`src/rtl/gin_multicast_if.sv`:
```
// ----------------------------------------------------------------------------
// gin_multicast_if
//   Source-side handshake bus of the global input network. The ifmap
//   controller (master) presents one tagged value per transaction. The
//   network (slave) returns ready when every targeted PE can take it.
//
//   enable   master->slave  transaction valid
//   ready    slave->master  transaction accepted this cycle
//   row_tag  master->slave  target row ID
//   col_tag  master->slave  target column ID
//   value    master->slave  data word to multicast
// ----------------------------------------------------------------------------
interface gin_multicast_if #(
  parameter int ROW_LEN   = 4,
  parameter int ID_LEN    = 5,
  parameter int VALUE_LEN = 8
);
  logic                 enable;
  logic                 ready;
  logic [ROW_LEN-1:0]   row_tag;
  logic [ID_LEN-1:0]    col_tag;
  logic [VALUE_LEN-1:0] value;

  modport master (output enable, row_tag, col_tag, value, input  ready);
  modport slave  (input  enable, row_tag, col_tag, value, output ready);
endinterface

```
`src/rtl/gin_multicast.sv`:
```
// ----------------------------------------------------------------------------
// gin_multicast
//   Global input network for the PE array. Each transaction carries a
//   (row_tag, col_tag) pair. The value is multicast to every PE whose bus
//   row ID equals row_tag and whose own ID equals col_tag. The transfer is
//   all-or-nothing: ready is held low until every hit PE is ready together.
//   With no hit PE, the transaction is consumed and dropped.
//
//   Row IDs (one per X-bus) and PE IDs (one per PE) are loaded through two
//   independent scan chains. All-ones is the reserved "unconfigured" ID.
//   It never matches, not even an all-ones tag. Reset loads it everywhere.
//
//   clk, rst          clock / async active-high reset
//   src               source handshake bus (slave side)
//   i_set_id          shift the PE ID chain one step
//   i_id_scan_in      ID chain serial input (enters PE 0)
//   o_id_scan_out     ID chain tail (last PE's ID)
//   i_set_row         shift the row ID chain one step
//   i_row_scan_in     row chain serial input (enters bus 0)
//   o_row_scan_out    row chain tail (last bus's row ID)
//   i_pe_ready        per-PE ready, PE k = bus*PE_NUMS + pe is bit k
//   o_pe_enable_data  per-PE {enable, data}, VALUE_LEN+1 bits per PE
// ----------------------------------------------------------------------------

// Per-PE slice: own ID register (one link of the ID scan chain) plus the
// column match, enable gating and the ready-blocking term.
module gin_multicast_pe #(
  parameter int ID_LEN    = 5,
  parameter int VALUE_LEN = 8
) (
  input  logic                 clk,
  input  logic                 rst,
  input  logic                 i_shift,
  input  logic [ID_LEN-1:0]    i_id_in,
  output logic [ID_LEN-1:0]    o_id,
  input  logic                 i_bus_hit,
  input  logic [ID_LEN-1:0]    i_col_tag,
  input  logic                 i_enable,
  input  logic [VALUE_LEN-1:0] i_value,
  input  logic                 i_pe_ready,
  output logic [VALUE_LEN:0]   o_en_data,
  output logic                 o_blocked
);
  localparam logic [ID_LEN-1:0] ID_UNCFG = '1;

  logic [ID_LEN-1:0] r_id;
  logic              w_hit;

  always_ff @(posedge clk or posedge rst) begin
    if (rst)          r_id <= ID_UNCFG;
    else if (i_shift) r_id <= i_id_in;
  end

  assign o_id      = r_id;
  assign w_hit     = i_bus_hit && (r_id == i_col_tag) && (r_id != ID_UNCFG);
  // Data is broadcast to every PE; only the enable bit is targeted.
  assign o_en_data = {i_enable & w_hit, i_value};
  // A hit PE that cannot take the value stalls the whole multicast.
  assign o_blocked = w_hit & ~i_pe_ready;
endmodule

module gin_multicast #(
  parameter int XBUS_NUMS = 12,
  parameter int PE_NUMS   = 14,
  parameter int ID_LEN    = 5,
  parameter int ROW_LEN   = 4,
  parameter int VALUE_LEN = 8
) (
  input  logic                                      clk,
  input  logic                                      rst,
  gin_multicast_if.slave                            src,
  input  logic                                      i_set_id,
  input  logic [ID_LEN-1:0]                         i_id_scan_in,
  output logic [ID_LEN-1:0]                         o_id_scan_out,
  input  logic                                      i_set_row,
  input  logic [ROW_LEN-1:0]                        i_row_scan_in,
  output logic [ROW_LEN-1:0]                        o_row_scan_out,
  input  logic [PE_NUMS*XBUS_NUMS-1:0]              i_pe_ready,
  output logic [(VALUE_LEN+1)*PE_NUMS*XBUS_NUMS-1:0] o_pe_enable_data
);
  localparam int NPE = XBUS_NUMS * PE_NUMS;
  localparam int SLW = VALUE_LEN + 1;
  localparam logic [ROW_LEN-1:0] ROW_UNCFG = '1;

  logic [ROW_LEN-1:0]   r_row_id [XBUS_NUMS];
  logic [XBUS_NUMS-1:0] w_bus_hit;
  logic [ID_LEN-1:0]    w_id [NPE];
  logic [NPE-1:0]       w_blocked;

  // Row scan chain: a word enters bus 0 and moves one bus per shift.
  always_ff @(posedge clk or posedge rst) begin
    if (rst) begin
      for (int i = 0; i < XBUS_NUMS; i++) r_row_id[i] <= ROW_UNCFG;
    end else if (i_set_row) begin
      r_row_id[0] <= i_row_scan_in;
      for (int i = 1; i < XBUS_NUMS; i++) r_row_id[i] <= r_row_id[i-1];
    end
  end

  assign o_row_scan_out = r_row_id[XBUS_NUMS-1];
  assign o_id_scan_out  = w_id[NPE-1];

  generate
    for (genvar i = 0; i < XBUS_NUMS; i++) begin : g_bus
      assign w_bus_hit[i] = (r_row_id[i] == src.row_tag) && (r_row_id[i] != ROW_UNCFG);

      for (genvar j = 0; j < PE_NUMS; j++) begin : g_pe
        localparam int K = i * PE_NUMS + j;
        logic [ID_LEN-1:0] w_chain_in;

        // The ID chain runs through PEs in flat index order across buses.
        if (K == 0) begin : g_head
          assign w_chain_in = i_id_scan_in;
        end else begin : g_link
          assign w_chain_in = w_id[K-1];
        end

        gin_multicast_pe #(
          .ID_LEN   (ID_LEN),
          .VALUE_LEN(VALUE_LEN)
        ) u_pe (
          .clk       (clk),
          .rst       (rst),
          .i_shift   (i_set_id),
          .i_id_in   (w_chain_in),
          .o_id      (w_id[K]),
          .i_bus_hit (w_bus_hit[i]),
          .i_col_tag (src.col_tag),
          .i_enable  (src.enable),
          .i_value   (src.value),
          .i_pe_ready(i_pe_ready[K]),
          .o_en_data (o_pe_enable_data[K*SLW +: SLW]),
          .o_blocked (w_blocked[K])
        );
      end
    end
  endgenerate

  // No hit PE means nothing blocks, so an untargeted transaction is consumed.
  // Reset kills ready at once, without waiting for the cleared IDs.
  assign src.ready = src.enable & ~rst & ~(|w_blocked);
endmodule

```
`src/flat_wrapper.sv`:
```
// flat-port wrapper written by rule: the top's interface ports become plain ports
module gin_multicast_flat 
#(
  parameter int XBUS_NUMS = 12,
  parameter int PE_NUMS   = 14,
  parameter int ID_LEN    = 5,
  parameter int ROW_LEN   = 4,
  parameter int VALUE_LEN = 8
)
  (clk, rst, i_set_id, i_id_scan_in, o_id_scan_out, i_set_row, i_row_scan_in, o_row_scan_out, i_pe_ready, o_pe_enable_data, src_enable, src_row_tag, src_col_tag, src_value, src_ready);
  gin_multicast_if #(.ROW_LEN(ROW_LEN), .ID_LEN(ID_LEN), .VALUE_LEN(VALUE_LEN)) src_i ();
  input  logic clk;
  input  logic rst;
  input  logic i_set_id;
  input  logic [ID_LEN-1:0] i_id_scan_in;
  output logic [ID_LEN-1:0] o_id_scan_out;
  input  logic i_set_row;
  input  logic [ROW_LEN-1:0] i_row_scan_in;
  output logic [ROW_LEN-1:0] o_row_scan_out;
  input  logic [PE_NUMS*XBUS_NUMS-1:0] i_pe_ready;
  output logic [(VALUE_LEN+1)*PE_NUMS*XBUS_NUMS-1:0] o_pe_enable_data;
  input wire logic [$bits(src_i.enable)-1:0] src_enable;
  input wire logic [$bits(src_i.row_tag)-1:0] src_row_tag;
  input wire logic [$bits(src_i.col_tag)-1:0] src_col_tag;
  input wire logic [$bits(src_i.value)-1:0] src_value;
  output wire logic [$bits(src_i.ready)-1:0] src_ready;
  assign src_i.enable = src_enable;
  assign src_i.row_tag = src_row_tag;
  assign src_i.col_tag = src_col_tag;
  assign src_i.value = src_value;
  assign src_ready = src_i.ready;
  gin_multicast #(.XBUS_NUMS(XBUS_NUMS), .PE_NUMS(PE_NUMS), .ID_LEN(ID_LEN), .ROW_LEN(ROW_LEN), .VALUE_LEN(VALUE_LEN)) u_core (.clk(clk), .rst(rst), .src(src_i), .i_set_id(i_set_id), .i_id_scan_in(i_id_scan_in), .o_id_scan_out(o_id_scan_out), .i_set_row(i_set_row), .i_row_scan_in(i_row_scan_in), .o_row_scan_out(o_row_scan_out), .i_pe_ready(i_pe_ready), .o_pe_enable_data(o_pe_enable_data));
endmodule
```
`config.mk`:
```
export PLATFORM = sky130hd
export DESIGN_NAME = gin_multicast_flat
export DESIGN_NICKNAME = d
export VERILOG_FILES = /design/src/rtl/gin_multicast_if.sv /design/src/rtl/gin_multicast.sv /design/src/flat_wrapper.sv
export SDC_FILE = /design/constraint.sdc
export NUM_CORES = 2
export LEC_CHECK = 0
export ABC_CLOCK_PERIOD_IN_PS = 21400
export CAP_MARGIN = 20
export CORE_AREA = 5 5 662 664
export DETAILED_ROUTE_END_ITERATION = 8
export DIE_AREA = 0 0 667 669
export PLACE_DENSITY_LB_ADDON = 0.3
export SYNTH_ARGS = -nofsm -noshare
export SYNTH_HDL_FRONTEND = slang
export SYNTH_SLANG_ARGS = --single-unit
```
`constraint.sdc`:
```
create_clock -name clk -period 21.4 [get_ports clk]
set_input_delay 3.21 -clock clk [delete_from_list [all_inputs] [get_ports clk]]
set_output_delay 3.21 -clock clk [all_outputs]
set_load 0.01 [all_outputs]
```
==> impl_metrics.sql <==
INSERT INTO impl_metrics (metric_group, metric, value, unit) VALUES
('run_status', 'status', 'finished, final reports clean', ''),
('clock_tree', 'cts_tree', 'done', ''),
('grt', 'grt_pass1_vias', '35600', ''),
('synthesis', 'post-synth-top-area-fraction', '0.400', ''),
('clock_tree', 'post_cts_clock_slew_at_the_launch_and_capture_registers_of_the_worst_setup_and_hold_paths', '60', 'ps'),
('die', 'initial_core_util', '0.135', ''),
('sta', 'hold_ws', '585', 'ps'),
('clock_tree', 'cts_made_buffers', '101', ''),
('place', 'place_congestion', '0.800', ''),
('setup_path', 'worst_setup_path_end_kind', 'output port', ''),
('setup_path', 'critPathKind', 'in2out', ''),
('sta', 'timing_worst_slew_pin_value', '1120', 'ps'),
('synthesis', 'synthCells', '5356', ''),
('die', 'top_level_ports', '1721', ''),
('sta', 'timing.clock.skew', '60.3', 'ps'),
('place', 'pre_cts_slack', '9010', 'ps'),
('layout', 'final.fill_count', '48400', ''),
('layout', 'layout.nets', '4518', ''),
('routing', 'remaining_drc_errors', '0', ''),
('synthesis', 'synth.area.top_cells', 'sky130_fd_sc_hd__dfstp_2, sky130_fd_sc_hd__buf_4, sky130_fd_sc_hd__mux2_2', ''),
('die', 'placementRows', '242', ''),
('setup_path', 'crit_buf_inv', '4', ''),
('clock_tree', 'ctsLongestPathBuffers', '3', ''),
('sta', 'timing.final.crit_period', '12160', 'ps'),
('setup_path', 'cp-startpoint', 'src_col_tag[0]', ''),
('run', 'drv_cap', '0', ''),
('synthesis', 'synth_enable_flop_cells', '0', ''),
('clock_tree', 'holdBufCountCts', '0', ''),
('synthesis', 'synth_top_cell_by_area', 'sky130_fd_sc_hd__dfstp_2', ''),
('grt', 'globalRouteOverflowTotal', '0', ''),
('setup_path', 'arrival_time_reported_for_the_critical_path_endpoint', '8950', 'ps'),
('sta', 'timing.final.ws_setup', '9240', 'ps'),
('die', 'die-area', '446000', 'um^2'),
('layout', 'core_occupancy_in_the_finished_layout', '0.143', ''),
('power', 'pwr_density_cell', '74.6', 'nW/um^2'),
('setup_path', 'cp_max_stage_cell', 'sky130_fd_sc_hd__nor4b_2', ''),
('grt', 'grt.total_usage', '0.0964', ''),
('routing', 'post_drt_wl_per_cell', '22.1', 'um'),
('die', 'coreArea', '432000', 'um^2'),
('sta', 'max-slew-margin-rel', '0.251', ''),
('grt', 'grt_max_degree', '169', ''),
('place', 'port_buffers', '368', ''),
('routing', 'drt_iter0_drc', '2001', ''),
('clock_tree', 'cts_resized', '0', ''),
('synthesis', 'netlist_area', '58400', 'um^2'),
('clock_tree', 'htree_levels', '3', ''),
('setup_path', 'critPathMaxFanout', '117', ''),
('setup_path', 'cp_cell_sequence', 'buf_8, buf_12, buf_4, or2_2, o21ai_0, nand4_1, o2111ai_1, nor4_1, and4b_1, nand4_1, nor4b_2, clkdlybuf4s50_1', ''),
('synthesis', 'synth-main-ff-cell', 'sky130_fd_sc_hd__dfstp_2', ''),
('synthesis', 'syn_nets', '5555', ''),
('setup_path', 'cpMostUsedCell', 'sky130_fd_sc_hd__nand4_1', ''),
('layout', 'drive_above_1_share', '0.477', ''),
('min_path', 'min-delay-start', 'u_core.g_bus[1].g_pe[11].u_pe.o_id[3]$_DFFE_PP1P_', ''),
('min_path', 'min_path_type', 'reg2reg', ''),
('sta', 'fin_crit_sh', '0.568', ''),
('clock_tree', 'insertion_delay', '730', 'ps'),
('clock_tree', 'post_cts_buffers', '0', ''),
('sta', 'max_clock_freq', '82.3', 'MHz'),
('setup_path', 'rrSetupSlack', '20560', 'ps'),
('routing', 'drt-pass1-iter-count', '5', ''),
('clock_tree', 'cts.sink_count', '888', ''),
('routing', 'drtAntennaViolNets', '0', ''),
('die', 'fp.dieW', '667', 'um'),
('sta', 'timing_hold_violations_final', '0', ''),
('setup_path', 'path_delay_family', 'simple AND/OR/NAND/NOR gates', ''),
('power', 'ir_worst_vdd', '0.0803', 'mV'),
('layout', 'final_area', '61900', 'um^2'),
('synthesis', 'ys_ff_latch', '888', ''),
('sta', 'report.final.setup_viol', '0', ''),
('layout', 'area_delta_synth_final', '6.06', '%'),
('setup_path', 'max_stage_delay', '940', 'ps');
cells in the mapped netlist (all sizes together), types with 2 or more instances:
cell     number
o21ai       116
a21oi        10
a211o         2
or4           3
a2111o        2
nand3       118
a41oi        39
and4b         2
a2111oi       8
xor2        452
and3         13
o211ai        4
a311oi        7
xnor2       288
a2bb2oi       2
and4         30
o32ai         2
clkbuf      116
inv           5
o22ai        15
or2          57
mux2        888
a22oi         7
buf        1477
nor4        107
and2          7
nand2       126
nand4       183
dfstp       888
o2111ai       5
o31a          2
o32a          2
o21bai        4
nand3b        6
nand4b        2
nor3b        22
or3          11
nor2        180
nor3         51
a211oi       80
o31ai         3
power breakdown:
group | switching, mW | total (mW) | leakage [nW] | internal, mW
logic | 0.398 | 0.731 | 11.0 | 0.333
clock network | 0.770 | 1.74 | 1.57 | 0.973
registers | 0.191 | 2.14 | 9.19 | 1.95
total | 1.36 | 4.62 | 21.7 | 3.26
area by class of cell:
class / count / area, um^2 / area share
Multi-Input combinational cell: 2870 / 23700 / 0.382
Inverter: 5 / 26.3 / 0.000424
Timing Repair Buffer: 453 / 4430 / 0.0716
Clock buffer: 144 / 2840 / 0.0458
Tap cell: 5734 / 7170 / 0.116
Sequential cell: 888 / 23300 / 0.377
Clock inverter: 34 / 382 / 0.00616
Antenna cell: 25 / 62.6 / 0.00101
cell families after synthesis:
| family | after synthesis | share of synthesized area |
|---|---|---|
| buf+inv | 1598 | 0.196 |
| compound gates | 318 | 0.0370 |
| xor+xnor | 740 | 0.111 |
| mux | 888 | 0.171 |
| simple gates | 924 | 0.0848 |
| flops | 888 | 0.400 |
metrics by stage:
| stage | cells | power (mW) |
|---|---|---|
| final | 10200 | 4.62 |
| after global routing | 10100 | 4.84 |
| after CTS | 10100 | 4.71 |
| after detailed placement | 9950 | 2.91 |
| after global placement | 9934 | 2.90 |
| after floorplan | 5356 | 2.85 |
worst max-delay path by stage:
stage	to	depth (start not counted)
floorplan	u_core.g_bus[0].g_pe[0].u_pe.o_id[0]$_DFFE_PP1P_	1
global placement	src_ready	12
detailed placement	src_ready	12
CTS	src_ready	12
global route	src_ready	12
finish	src_ready	12
flip-flops by register name (all words and copies together) (netlist names):
name,flops
u_core.g_bus.g_pe.u_pe.o_id,840
u_core.r_row_id,44
u_core.o_row_scan_out,4
layer usage:
| layer | vias up | track usage | wire (um) |
|---|---|---|---|
| met5 | - | 0 | 52 |
| met2 | 1514 | 0.173 | 115000 |
| li1 | 15100 | - | - |
| met4 | 8 | 0.0363 | 9540 |
| met3 | 290 | 0.0270 | 14500 |
| met1 | 17400 | 0.108 | 85600 |
Power figures use the tool's default switching activity.
